$ cat src/rtl/bin_2_bcd_pkg.sv
// Shared types and constants for the sequential binary-to-BCD converter.
package bin_2_bcd_pkg;

    localparam int DIGIT_W = 4;

    typedef enum logic [1:0] {
        IDLE  = 2'd0,
        SHIFT = 2'd1,
        DONE  = 2'd2
    } state_t;

endpackage

$ cat src/rtl/bin_2_bcd_digit.sv
// One BCD digit of the double-dabble chain: add 3 when >= 5, then shift left one place.
module bin_2_bcd_digit
    import bin_2_bcd_pkg::*;
(
    input  logic [DIGIT_W-1:0] digit,
    input  logic               carry_in,
    output logic [DIGIT_W-1:0] digit_next,
    output logic               carry_out
);

    logic [DIGIT_W-1:0] adj;

    always_comb begin
        adj = digit;
        if (digit >= DIGIT_W'(5)) begin
            adj = digit + DIGIT_W'(3);
        end
    end

    assign digit_next = {adj[DIGIT_W-2:0], carry_in};
    assign carry_out  = adj[DIGIT_W-1];

endmodule

$ cat src/rtl/bin_2_bcd_seq.sv
// Sequential binary-to-BCD converter, one input bit per cycle, valid/ready on both sides.
// Optional leading-zero blanking mask is built only when BIN_2_BCD_SEQ_BLANK_EN is defined.
//
// state | meaning
// IDLE  | waiting for an input, bin_ready_o high
// SHIFT | one add-3/shift step per cycle, MSB first
// DONE  | result held on bcd_o until bcd_ready_i
module bin_2_bcd_seq
    import bin_2_bcd_pkg::*;
#(
    parameter int BIN_WIDTH = 16,
    parameter int BCD_WIDTH = 5
) (
    input  logic                         clk_i,
    input  logic                         rst_n_i,
    input  logic [BIN_WIDTH-1:0]         bin_i,
    input  logic                         bin_valid_i,
    output logic                         bin_ready_o,
    output logic [BCD_WIDTH*DIGIT_W-1:0] bcd_o,
    output logic                         bcd_valid_o,
    input  logic                         bcd_ready_i,
    output logic                         overflow_o,
    output logic [BCD_WIDTH-1:0]         blank_o
);

    localparam int CNT_W = $clog2(BIN_WIDTH + 1);
    localparam int BCD_W = BCD_WIDTH * DIGIT_W;

    state_t               state_q, state_d;
    logic [BIN_WIDTH-1:0] bin_q;
    logic [BCD_W-1:0]     bcd_q, bcd_nxt;
    logic                 ovf_q;
    logic [CNT_W-1:0]     cnt_q;
    logic [BCD_WIDTH:0]   carry;
    logic                 accept;
    logic                 last_shift;

    assign accept     = bin_valid_i && bin_ready_o;
    assign last_shift = (state_q == SHIFT) && (cnt_q == CNT_W'(1));

    always_ff @(posedge clk_i or negedge rst_n_i) begin
        if (!rst_n_i) begin
            state_q <= IDLE;
        end else begin
            state_q <= state_d;
        end
    end

    always_comb begin
        state_d = state_q;
        case (state_q)
            IDLE:    if (bin_valid_i) state_d = SHIFT;
            SHIFT:   if (cnt_q == CNT_W'(1)) state_d = DONE;
            DONE:    if (bcd_ready_i) state_d = IDLE;
            default: state_d = IDLE;
        endcase
    end

    always_comb begin
        bin_ready_o = 1'b0;
        bcd_valid_o = 1'b0;
        case (state_q)
            IDLE:    bin_ready_o = 1'b1;
            DONE:    bcd_valid_o = 1'b1;
            default: ;
        endcase
    end

    // The top bit of the captured input feeds digit 0; carries ripple upward.
    assign carry[0] = bin_q[BIN_WIDTH-1];

    for (genvar d = 0; d < BCD_WIDTH; d++) begin : g_digit
        bin_2_bcd_digit u_digit (
            .digit      (bcd_q[d*DIGIT_W +: DIGIT_W]),
            .carry_in   (carry[d]),
            .digit_next (bcd_nxt[d*DIGIT_W +: DIGIT_W]),
            .carry_out  (carry[d+1])
        );
    end

    always_ff @(posedge clk_i or negedge rst_n_i) begin
        if (!rst_n_i) begin
            bin_q <= '0;
            bcd_q <= '0;
            ovf_q <= 1'b0;
            cnt_q <= '0;
        end else if (accept) begin
            bin_q <= bin_i;
            bcd_q <= '0;
            ovf_q <= 1'b0;
            cnt_q <= CNT_W'(BIN_WIDTH);
        end else if (state_q == SHIFT) begin
            bin_q <= bin_q << 1;
            bcd_q <= bcd_nxt;
            ovf_q <= ovf_q | carry[BCD_WIDTH];
            cnt_q <= cnt_q - CNT_W'(1);
        end
    end

    assign bcd_o      = bcd_q;
    assign overflow_o = ovf_q;

`ifdef BIN_2_BCD_SEQ_BLANK_EN
    logic [BCD_WIDTH-1:0] blank_q, blank_d;

    // Digit d blanks when it and every digit above it are zero; digit 0 always shows.
    always_comb begin
        blank_d = '0;
        for (int d = 1; d < BCD_WIDTH; d++) begin
            blank_d[d] = ~|(bcd_nxt >> (DIGIT_W * d));
        end
    end

    always_ff @(posedge clk_i or negedge rst_n_i) begin
        if (!rst_n_i) begin
            blank_q <= '0;
        end else if (last_shift) begin
            blank_q <= blank_d;
        end else if (state_q != DONE) begin
            blank_q <= '0;
        end
    end

    assign blank_o = blank_q;
`else
    assign blank_o = '0;
`endif

endmodule

$ cat config.mk
export PLATFORM = sky130hd
export DESIGN_NAME = bin_2_bcd_seq
export DESIGN_NICKNAME = d
export VERILOG_FILES = /design/src/rtl/bin_2_bcd_pkg.sv /design/src/rtl/bin_2_bcd_digit.sv /design/src/rtl/bin_2_bcd_seq.sv
export SDC_FILE = /design/constraint.sdc
export NUM_CORES = 1
export LEC_CHECK = 0
export ABC_CLOCK_PERIOD_IN_PS = 1650
export CORE_ASPECT_RATIO = 0.9
export CORE_MARGIN = 5
export CORE_UTILIZATION = 40
export CTS_CLUSTER_DIAMETER = 120
export CTS_CLUSTER_SIZE = 8
export DETAILED_ROUTE_END_ITERATION = 6
export PLACE_DENSITY = 0.72
export SYNTH_ARGS = -nofsm -noshare
export SYNTH_HDL_FRONTEND = slang
export SYNTH_SLANG_ARGS = --single-unit
$ cat constraint.sdc
create_clock -name clk_i -period 1.65 [get_ports clk_i]
set_input_delay 0.165 -clock clk_i [delete_from_list [all_inputs] [get_ports clk_i]]
set_output_delay 0.165 -clock clk_i [all_outputs]
set_load 0.01 [all_outputs]
Word-level counts from Yosys, hierarchy flattened

Cells that the tools add are included.
W data, S select, Z words.

Register bits after elaboration: 44
Logic and storage cells: 46
Output and inout bits: 28

$lt $le $gt $ge: 5
Eq/ne operators: 6
Multiplexer cells: 19
Bitwise operators: 1
Add/sub/neg operators: 6
Reductions and logical operators: 4

Operators by type and width:

| operator              | count |
|---|---|
| $mux W20              | 2 |
| $mux W16              | 2 |
| $add A4 B2 Y4 const B | 5 |
| $ge A4 B3 Y1 const B  | 5 |
| $mux W4               | 5 |
| $mux W5               | 2 |
| $mux W2               | 3 |
| $ne A2 B2 Y1 const B  | 3 |
| $pmux W2 S3           | 1 |
| $eq A5 B1 Y1 const B  | 1 |
| $sub A5 B1 Y5 const B | 1 |
| $mux W1               | 4 |
| $reduce_and A3 Y1     | 1 |
| $eq A2 B1 Y1 const B  | 1 |
| $eq A2 B2 Y1 const B  | 1 |
| $logic_not A2 Y1      | 1 |
| $reduce_bool A2 Y1    | 1 |
| $logic_and A1 B1 Y1   | 1 |
| $or A1 B1 Y1          | 1 |

Depth between registers and ports, before layout

Gate-level depths: netlist of run 1.

Word-level depth: 5
Gate-level depth with buffers: 6
Depth with buffers taken out: 6

Hierarchy

Synthesis of run 1 repeated with hierarchy kept, for this count alone.

Cells, all modules: 289
Area total of the unflattened synthesis: 2,532.4 sq um

Modules (own cells, without submodules):

| module          | instances | area an instance (sq um) | cells each |
|---|---|---|---|
| bin_2_bcd_seq   | 1         | 1,988.2                  | 204 |
| bin_2_bcd_digit | 5         | 108.9                    | 17 |

Worst setup path before layout of run 1

OpenSTA, ideal clock, no wires.

Path type: reg-to-reg
Start: register state_q[1]
End: register bcd_q[15] (netlist: bcd_o[15])
Stages on the path, launching flop included: 7
Period minus slack after synthesis: 1.488 ns
Data arrival time: 1.366 ns
Buffers on the path: 2
Path slack: 0.162 ns
Cell sequence: dfrtp_1 or3b_1 buf_6 nand2_8 buf_8 o31ai_1 a32o_1

Cells in the longest elaborated chain, start to end: 4
Elaborated cells on any way between the ends: 6
Classes of those cells: 1 x eq/ne; 2 x mux; 3 x reduce/logical

RTL lines:

| item                                                  | line                | RTL |
|---|---|---|
| start: declaration                                    | bin_2_bcd_seq.sv:29 | `state_t state_q, state_d;` |
| start signal: assignment                              | bin_2_bcd_seq.sv:45 | `state_q <= state_d;` |
| $logic_not A2 Y1                                      | bin_2_bcd_seq.sv:62 | `case (state_q)` |
| $mux W1                                               | bin_2_bcd_seq.sv:62 |  |
| $logic_and A1 B1 Y1                                   | bin_2_bcd_seq.sv:38 | `assign accept = bin_valid_i && bin_ready_o;` |
| $mux W20 / $reduce_bool A2 Y1 (equally long branches) | n/a                 |  |
| end signal: assignment                                | bin_2_bcd_seq.sv:94 | `bcd_q <= bcd_nxt;` |
| end: declaration                                      | bin_2_bcd_seq.sv:31 | `logic [BCD_W-1:0] bcd_q, bcd_nxt;` |

Parallel ways exist; a longest one is shown, timed or not.
A chain may end at the register's enable or synchronous reset.

Worst setup path after layout of run 1

Start: register state_q[1]
End: output bin_ready_o

Cells in the longest elaborated chain, start to end: 2

RTL lines:

| item             | line                | RTL |
|---|---|---|
| $logic_not A2 Y1 | bin_2_bcd_seq.sv:62 |  |
| $mux W1          | bin_2_bcd_seq.sv:62 |  |
| end: declaration | bin_2_bcd_seq.sv:18 | `output logic bin_ready_o,` |

No other way between the ends.

==> results.md, run 1 <==
* CTS Sinks at 44
* Final instance area at 2890 um2
* Initial antenna violation count at 0
* Tcrit/Tclk final at 0.948
* Layout cells sized above 1 at 0.106
* Vias in the first global route at 1719
* Deepest clock path buffer count at 2
* Fraction of registers with async set/reset at 1.00
* Worst setup SP type: flip-flop
* GP Congestion at about 0.76
* Setup bufs post-CTS at 0
* Top_reg_cell synth: dfrtp_1
* Worst-skew pair later-pin latency at 300 ps
* Detailed Route WL at 4720 um
* Total core area at 5350 um2
* # placed instances at 324
* Fin Setup TNS at 0 ps
* Placed inst area at 2770 um2
* Ports at between 40 and 50
* H-tree lvl count at 2
* Count leader, synth: dfrtp_1
* Clock Tree Root: clkbuf_8
* Crit path max-delay family: buffers and inverters
* I/O Buffers at 42
* Synth top cells by count: 44 x dfrtp_1, 36 x nand2_1, 15 x a22oi_1, 13 x inv_1, 12 x ha_1
* Hold slack at 343 ps
* Final antenna-violating net count at 0
* Cell Area, Synth at 2240 um2
* Worst Skew at 7.23 ps
* WP data arrival at about 1400 ps
* Synth top area cells: dfrtp_1 49%, ha_1 6.7%, nand2_1 6.0%, a22oi_1 5.0%, o31ai_1 2.7%
* Via count at 1730
* GR Util All Layers at 0.146
* Vias per Instance at 5.21
* Drt wl/cell at 14.2 um
* Final slew viol count at 0
* Post-synth EDFFs at 0
* Distinct cell type count after synthesis at 30
* CP endpoint kind: output port
* Site Rows at 25
* Clock-pin transition on the worst setup and hold timing paths at 80 ps
* DIE HEIGHT at about 81 um
* Top cell type's share of synthesized area at 0.491
* Worst path slowest cell: clkdlybuf4s50_1
* Bufs and invs on worst path at 1
* Status: completed
* Post-Syn Area per Cell at between 10 and 15 um2
* Crit Path Category: reg -> out
* First-pass GRT wire length at 8180 um
* Clock buffer count from CTS at 5
* Max Cap Viol at 0
* DIE WIDTH at 88.9 um
* Final-report hold violation count at 0
* Synth area leader: dfrtp_1
* Pwr dens at approximately 2000 nW/um2
* CP Max Fanout at 6
* YS warnings at 0
* Sequential share of the synthesized area at 0.491
* Setup-failing EPs final at 0
* Min Tclk post-route at roughly 1600 ps
* Pre-CTS setup slack at 5.07 ps
* Worst-case vdd ir drop at 0.979 mV
* Non-filler cells, final at 332
* Largest net degree at the start of global routing at 26
* Drt first pass iters at 4
* Required @ worst endpoint at 1480 ps
* Worst path cell trace: nor2_1, clkdlybuf4s50_1
* Synthesized instance count at 215
* Leak at 1.31 nW
* Worst setup margin at roughly 85 ps
* Antenna Diode Count at 0
* HPWL after detailed placement at 3340 um
* Flops & latches, synth at between 40 and 50
* RSZ-0062 raised after global routing: false
* F_max at 639 MHz
* # nets final at 297
* 1st-iter DRT viols at 80
* Grt ovf at 0
* Max stage delay on crit path at 540 ps
* Starting density of the core at 0.419
* Hold Path Class: in -> async
* DRC at 0
* Area delta synth->final at 29.0%
* Full die area at 7200 um2
* CTS tree: yes
[repair_timing]
| action | CTS | global route |
|---|---|---|
| endpoints found under the setup margin | 1 | 7 |
| hold buffers | 1 | 0 |
| pin swaps | 0 | 0 |
| cloned | 0 | 0 |
| hold endpoints to repair | 19 | 0 |
| gates resized for setup | 2 | 5 |
[final cells by class]
class                   count  area, um2
inverters                  13       48.8
flip-flops and latches     44       1100
fillers                   478       2460
repair buffers             54        532
multi-input cells         147       1030
clock buffers               7       96.3
well taps                  67       83.8
[through the flow]
step            util  power (mW)
6_report       0.540        5.92
5_1_grt        0.540        6.43
4_1_cts        0.537        5.92
3_5_place_dp   0.517        5.14
3_3_place_gp   0.517        5.05
2_1_floorplan      -        4.02
[logic make-up after synthesis]
kind of cell / count (synthesis) / synth area share
AOI/OAI and AO/OA: 58 / 0.186
and+or+nand+nor: 57 / 0.126
DFF: 44 / 0.491
buffers and inverters: 28 / 0.0664
adders and majority gates: 12 / 0.0670
xor gates and xnor gates: 10 / 0.0391
muxes: 5 / 0.0223
other: 1 / 0.00167
[where the power goes]
group	switching (mW)	internal [mW]	leakage, nW	total, mW
Combinational	1.55	1.59	0.713	3.14
Sequential	0.445	1.59	0.552	2.03
Clock	0.370	0.373	0.0503	0.743
Total	2.37	3.55	1.31	5.92
[registers in the layout (all words and copies together) (netlist names)]
register	flops
bin_q	16
cnt_q	5
state_q	2
bcd_o	20
overflow_o	1
[worst paths after layout]
path	from	end	slack [ps]	depth (start not counted)
hold / removal	rst_n_i	bcd_o[5]	340	2
hold reg to reg	overflow_o	overflow_o	480	2
max in group asynchronous	rst_n_i	state_q[1]	800	3
min in group clk_i	bin_i[0]	bin_q[0]	420	3
setup / recovery	state_q[1]	bin_ready_o	90	2
setup reg to reg	bcd_o[4]	bcd_o[6]	140	6
[placed cells by master (no fill, tap or decap), types with 2 or more instances in the layout]
master           count
nand3_1              5
o31ai_1              8
nand2_1             36
xor2_1               5
o32ai_1              4
dfrtp_1             43
buf_12               2
o22ai_1              5
a32o_1               5
xnor2_1              5
inv_1               13
conb_1               5
o21ai_0             10
a22o_1               6
a22oi_1             15
nor2_1               2
buf_4                9
a21oi_2              5
nand2b_1             6
ha_1                12
or4_1                2
clkbuf_8             7
mux2i_1              5
clkdlybuf4s50_1     40
[layer usage]
layer,track usage,vias to the layer above,share of wire
met4,0.0363,0,0.016
met5,0,-,0
met1,0.192,838,0.46
met3,0.0538,7,0.054
met2,0.228,36,0.47
li1,-,849,-
No activity file was read; power rests on OpenSTA's default activity.
==> inputs of run 2 (changes only) <==
--- a/config.mk
+++ b/config.mk
@@ -5,9 +5,8 @@
 export SDC_FILE = /design/constraint.sdc
 export NUM_CORES = 1
 export LEC_CHECK = 0
-export ABC_CLOCK_PERIOD_IN_PS = 1650
+export ABC_CLOCK_PERIOD_IN_PS = 1500
 export CORE_ASPECT_RATIO = 0.9
-export CORE_MARGIN = 5
 export CORE_UTILIZATION = 40
 export CTS_CLUSTER_DIAMETER = 120
 export CTS_CLUSTER_SIZE = 8
==> constraint.sdc (replaced) <==
create_clock -name clk_i -period 1.5 [get_ports clk_i]
set_input_delay 0.15 -clock clk_i [delete_from_list [all_inputs] [get_ports clk_i]]
set_output_delay 0.15 -clock clk_i [all_outputs]
set_load 0.01 [all_outputs]
==> results.md, run 2 (synthesis gave the netlist of run 1 again) <==
* Status: completed
* Worst setup margin at 51.7 ps
* Logic pwr share at 0.565
* Initial antenna violation count at 0
* Area delta synth->final at 36.7%
* DRC at 0
* Worst Skew at 4.99 ps
* Non-filler cells, final at 350
* Final antenna-violating net count at 0
* Worst path slowest cell: clkdlybuf4s50_1
* # nets final at 315
* CTS Sinks at 44
* RSZ-0062 raised after global routing: true
* Leak at 1.41 nW
* Detailed Route WL at roughly 4700 um
* Clock Tree Root: clkbuf_8
* CP endpoint kind: output port
* Fin Setup TNS at 0 ps
* DIE WIDTH at 80.9 um
* Final instance area at 3060 um2
* Net switching share of the total power at 0.386
* Placed inst area at 2870 um2
* Vias in the first global route at 1737
* Worst path cell trace: clkdlybuf4s50_1
* Area taken by multi-input logic gates at 1060 um2
* # placed instances at between 300 and 400
* Site Rows at 25
* Vias per Instance at 5.11
* Drt first pass iters at 4
* I/O Buffers at 42
* GP Congestion at 0.755
* F_max at just under 700 MHz
* Most common cell after layout, fill and taps aside: clkdlybuf4s50_1
* Max stage delay on crit path at roughly 560 ps
* Via count at 1787
* Internal power at between 4 and 5 mW
* GR Util All Layers at 0.177
* Layout cells sized above 1 at 0.216
* Min Tclk post-route at about 1400 ps
* Worst setup SP type: flip-flop
* Hold slack at 416 ps
* Reg power frac at 0.322
* H-tree lvl count at 2
* Worst-case vdd ir drop at 1.07 mV
* Required @ worst endpoint at 1350 ps
* Full die area at 5910 um2
* Starting density of the core at 0.421
* Tcrit/Tclk final at 0.966
* Clock-pin transition on the worst setup and hold timing paths at 80 ps
* NetSw at 2.70 mW
* Worst Max-Slew Pin Slew at 563 ps
* Deepest clock path buffer count at 2
* Clk network pwr share at 0.114
* 1st-iter DRT viols at 49
* Max reg flops at 20
* First-pass GRT wire length at 7870 um
* Ports at 48
* Most frequent cells in the layout: 38 x clkdlybuf4s50_1, 37 x dfrtp_1, 36 x nand2_1, 27 x buf_4, 15 x a22oi_1
* Setup-failing EPs final at 0
* Crit Path Category: reg -> out
* CP Max Fanout at 4
* Hold Path Class: in -> reg
* Pre-CTS setup slack at -144 ps
* Number of fill cells in the layout at 479
* Worst-skew pair later-pin latency at 290 ps
* Pwr dens at between 2000 and 2500 nW/um2
* HPWL after detailed placement at 3180 um
* Largest net degree at the start of global routing at 45
* Total core area at 5320 um2
* Final-report hold violation count at 0
* Register area at ~1100 um2
* Antenna Diode Count at 0
* Grt ovf at 0
* Fin util at 0.576
* Clock buffer count from CTS at 5
* Crit path max-delay family: buffers and inverters
* Bufs and invs on worst path at 1
* Overall power at 6.99 mW
* WP data arrival at 1300 ps
* Max Cap Viol at 0
* Max_slew headroom at 0.624
* Final slew viol count at 0
* CTS tree: yes
* DIE HEIGHT at 73.0 um
* Drt wl/cell at 13.4 um
## run 2: cell types whose count changed in the layout (fill, tap and decap cells not counted), moves of 2 or more
| cell | change |
|---|---|
| a21oi_1 | +2 |
| ha_2 | +3 |
| inv_2 | +4 |
| buf_4 | +18 |
| inv_1 | -4 |
| dfrtp_1 | -6 |
| clkdlybuf4s50_1 | -2 |
| ha_1 | -4 |
| a21oi_2 | -3 |
| dfrtp_2 | +6 |
## run 2: final cells by class
| cell class | count | share of cell area |
|---|---|---|
| inverter | 13 | 0.0159 |
| clock buffer | 7 | 0.0315 |
| sequential | 44 | 0.362 |
| timing repair buffer | 72 | 0.215 |
| multi-input combinational | 147 | 0.348 |
| tap | 67 | 0.0274 |
## run 2: power groups by stage
stage | Combinational (mW) | Clock, mW | Sequential [mW]
floorplan | 2.17 | 0 | 2.25
global placement | 3.65 | 0 | 2.21
detailed placement | 3.74 | 0 | 2.22
CTS | 3.77 | 0.833 | 2.21
global route | 4.37 | 0.886 | 2.34
finish | 3.95 | 0.795 | 2.25
## run 2: worst paths after layout
path	from	to	slack (ps)	cells past startpoint
max in group asynchronous	rst_n_i	bcd_o[3]	620	3
worst max register to register	bcd_o[13]	bcd_o[14]	70	7
worst min-delay path	bin_i[0]	bin_q[0]	420	3
worst max-delay path	bcd_o[3]	bcd_o[3]	50	1
min in group asynchronous	rst_n_i	bcd_o[5]	460	3
worst min register to register	bin_q[15]	bin_q[15]	480	2
## run 2: repair_timing
| item | CTS | global route |
|---|---|---|
| hold buffers | 1 | 0 |
| cloned | 0 | 0 |
| buffers inserted | 0 | 2 |
| gates resized for setup | 4 | 24 |
| pin swaps | 0 | 4 |
| hold endpoints to repair | 44 | 0 |
| setup endpoints to repair | 3 | 20 |
## run 2: metal layers
metal	wire length [um]	share of wire	GRT usage	vias up
met5	0	0	0	-
met4	17	0.0036	0.0476	0
met1	2220	0.47	0.233	865
met3	171	0.037	0.0550	2
met2	2270	0.49	0.281	32
li1	-	-	-	888
==> inputs of run 3 (changes only) <==
--- a/config.mk
+++ b/config.mk
@@ -9,7 +9,7 @@
 export CORE_ASPECT_RATIO = 0.9
 export CORE_UTILIZATION = 40
 export CTS_CLUSTER_DIAMETER = 120
-export CTS_CLUSTER_SIZE = 8
+export CTS_CLUSTER_SIZE = 10
 export DETAILED_ROUTE_END_ITERATION = 6
 export PLACE_DENSITY = 0.72
 export SYNTH_ARGS = -nofsm -noshare
==> results of run 3 <==
Same layout as run 2: the final DEF is identical, and so are final timing and power.
==> patch (config.mk and constraints of run 3) <==
Encoding of `state_t`: now one-hot (3 bits for 3 states).
--- a/src/rtl/bin_2_bcd_pkg.sv
+++ b/src/rtl/bin_2_bcd_pkg.sv
@@ -3,10 +3,10 @@
 
     localparam int DIGIT_W = 4;
 
-    typedef enum logic [1:0] {
-        IDLE  = 2'd0,
-        SHIFT = 2'd1,
-        DONE  = 2'd2
+    typedef enum logic [2:0] {
+        IDLE  = 3'b001,
+        SHIFT = 3'b010,
+        DONE  = 3'b100
     } state_t;
 
 endpackage
Behaviour: no difference found for any inputs over 10 cycles, from zero or initial values and one cycle with rst_n_i low; not proved beyond that.
==> patch against run 3 <==
The flow now finishes with violations (setup timing); setup slack worse by 0.084 ns; design area is 7.6% higher; sequential power is 6% lower; synthesized area is 5.8% higher; total power is 15% lower; non-clock buffer count is 3 higher; wire length is 22% higher; sequential cell count is 1 higher.
==> patch: results (changes against run 3) <==
stage	metric	value	unit	change
route	viasPerCell	5.24		was 5.11
route	wl_per_cell	14.7	um	was 13.4 um
synth	synthTopCellsByCount	dfrtp_1 (44), nand2_1 (43), a21oi_1 (22), o21ai_0 (20), a22oi_1 (14)		was dfrtp_1 (44), nand2_1 (36), a22oi_1 (15), inv_1 (13), ha_1 (12)
synth	synth_fa_ha_area_share	6.34	%	was 6.70%
global_routing	use_met2	26.3	%	was 28.1%
synth	yosysSeqAreaShare	47.6	%	was 49.1%
synth	yosys.area_share.xor_xnor	2.96	%	was 3.91%
outcome	violations	setup timing		
synth	syn_area_per_cell	9.67	sq um	was 10.4 sq um
global_routing	grtUsageMet1	24.8	%	was 23.3%
finish	nNetsFinal	348		was 315
power	vdd_drop_max	0.00105	V	was 0.00107 V
place	post-place-ws	-0.126	ns	was -0.144 ns
synth	synth_cell_types	32		was 30
synth	synth.area.mux_share	2.53	%	was 2.23%
critical_path	slowest_delay	0.57	ns	
global_routing	grt_pass1_wl	8470	um	was 7870 um
place	dp_cells	365		was 340
finish	layout-drive-gt1-share	22.1	%	was 21.6%
power	leakagePower	1.53	nW	was 1.41 nW
synth	synth_compound_area_share	16.5	%	was 18.6%
critical_path	worstPathArrival	1.72	ns	was 1.30 ns
global_routing	grt_max_degree	28		was 45
synth	synth.area.top_cells	dfrtp_1 (46%), nand2_1 (6.8%), ha_1 (6.3%)		was dfrtp_1 (49%), ha_1 (6.7%), nand2_1 (6.0%)
route	drt_iter0_drc	113		was 49
hold_path	holdCritPathClass	in -> async		was in -> reg
outcome	status	finished with violations		was finished, final reports clean
clocking	clock_latency	0.30	ns	
place	numPortBuffers	42		unchanged
finish	largest_register_ffs	20		unchanged
place	placed_area	0.00294	sq mm	was 0.00287 sq mm
clocking	post_cts_resized	15		was 4
timing	finalSetupTns	-0.118	ns	was 0 ns
critical_path	slowest_stage	dfstp_2		was clkdlybuf4s50_1
place	dpl.hpwl	3490	um	was 3180 um
global_routing	grt_pass1_vias	1752		was 1,737
route	wl_met2	2570	um	was 2270 um
timing	fin_skew	0.00683	ns	was 0.00499 ns
route	wirelength	5700	um	was 4680 um
global_routing	grt_usage	17.6	%	was 17.7%
timing	final-setup-viol-count	7		was 0
power	p_switching	2.31	mW	was 2.70 mW
route	routed-wl-met3	348	um	was 171 um
global_routing	grtUsageMet3	5.37	%	was 5.50%
timing	setup_ws	-0.0321	ns	was 0.0517 ns
place	gp_congestion	0.811		was 0.755
synth	ys_async_sr_fraction	100	%	unchanged
route	met1Wirelength	2730	um	was 2220 um
[patch: cell count changes in the layout (fill, tap and decap cells not counted), sizes merged, moves of 5 or more]
cell,before,now
nor2,2,14
o21ai,10,20
o31ai,8,1
a32o,5,0
o22ai,5,0
nor3b,1,7
a21oi,5,22
nand2,37,43
[patch: power by group through the flow]
stage | Clock, mW | Combinational, mW | Sequential (mW)
global placement | 0 | 2.44 | 2.06
CTS | 0.739 | 2.58 | 2.07
finish | 0.724 | 3.11 | 2.12
global route | 0.787 | 3.40 | 2.19
detailed placement | 0 | 2.51 | 2.07
floorplan | 0 | 1.50 | 2.10
[patch: worst max-delay path, delay by kind of cell (launching register included)]
family / cells / cell delay [ns]
AO/OA/AOI/OAI: 1 / 0.22
buffers and inverters: 2 / 0.25
flip-flops: 1 / 0.57
AND/OR/NAND/NOR: 2 / 0.37
[patch: worst paths after layout]
| kind | start | slack, ns | endpoint | depth (start not counted) |
|---|---|---|---|---|
| worst max-delay path | state_q[0]$_DFFE_PN1P_ | -0.03 | bcd_o[6]$_DFFE_PN0P_ | 5 |
| worst min-delay path | rst_n_i | 0.27 | cnt_q[3]$_DFFE_PN0P_ | 2 |
| worst max register to register | state_q[0]$_DFFE_PN1P_ | -0.03 | bcd_o[6]$_DFFE_PN0P_ | 5 |
| worst min register to register | bin_q[2]$_DFFE_PN0P_ | 0.48 | bin_q[2]$_DFFE_PN0P_ | 2 |
| max in group asynchronous | rst_n_i | 0.69 | state_q[0]$_DFFE_PN1P_ | 3 |
| min in group clk_i | bin_i[15] | 0.44 | bin_q[15]$_DFFE_PN0P_ | 3 |
[patch: area by class of cell]
type                       instances  area (sq um)
clock buffer                       8          80.1
fill                             484          2400
inverter                          13          48.8
multi-input combinational        176          1160
sequential                        45          1140
tap                               70          87.6
timing repair buffer              75           778
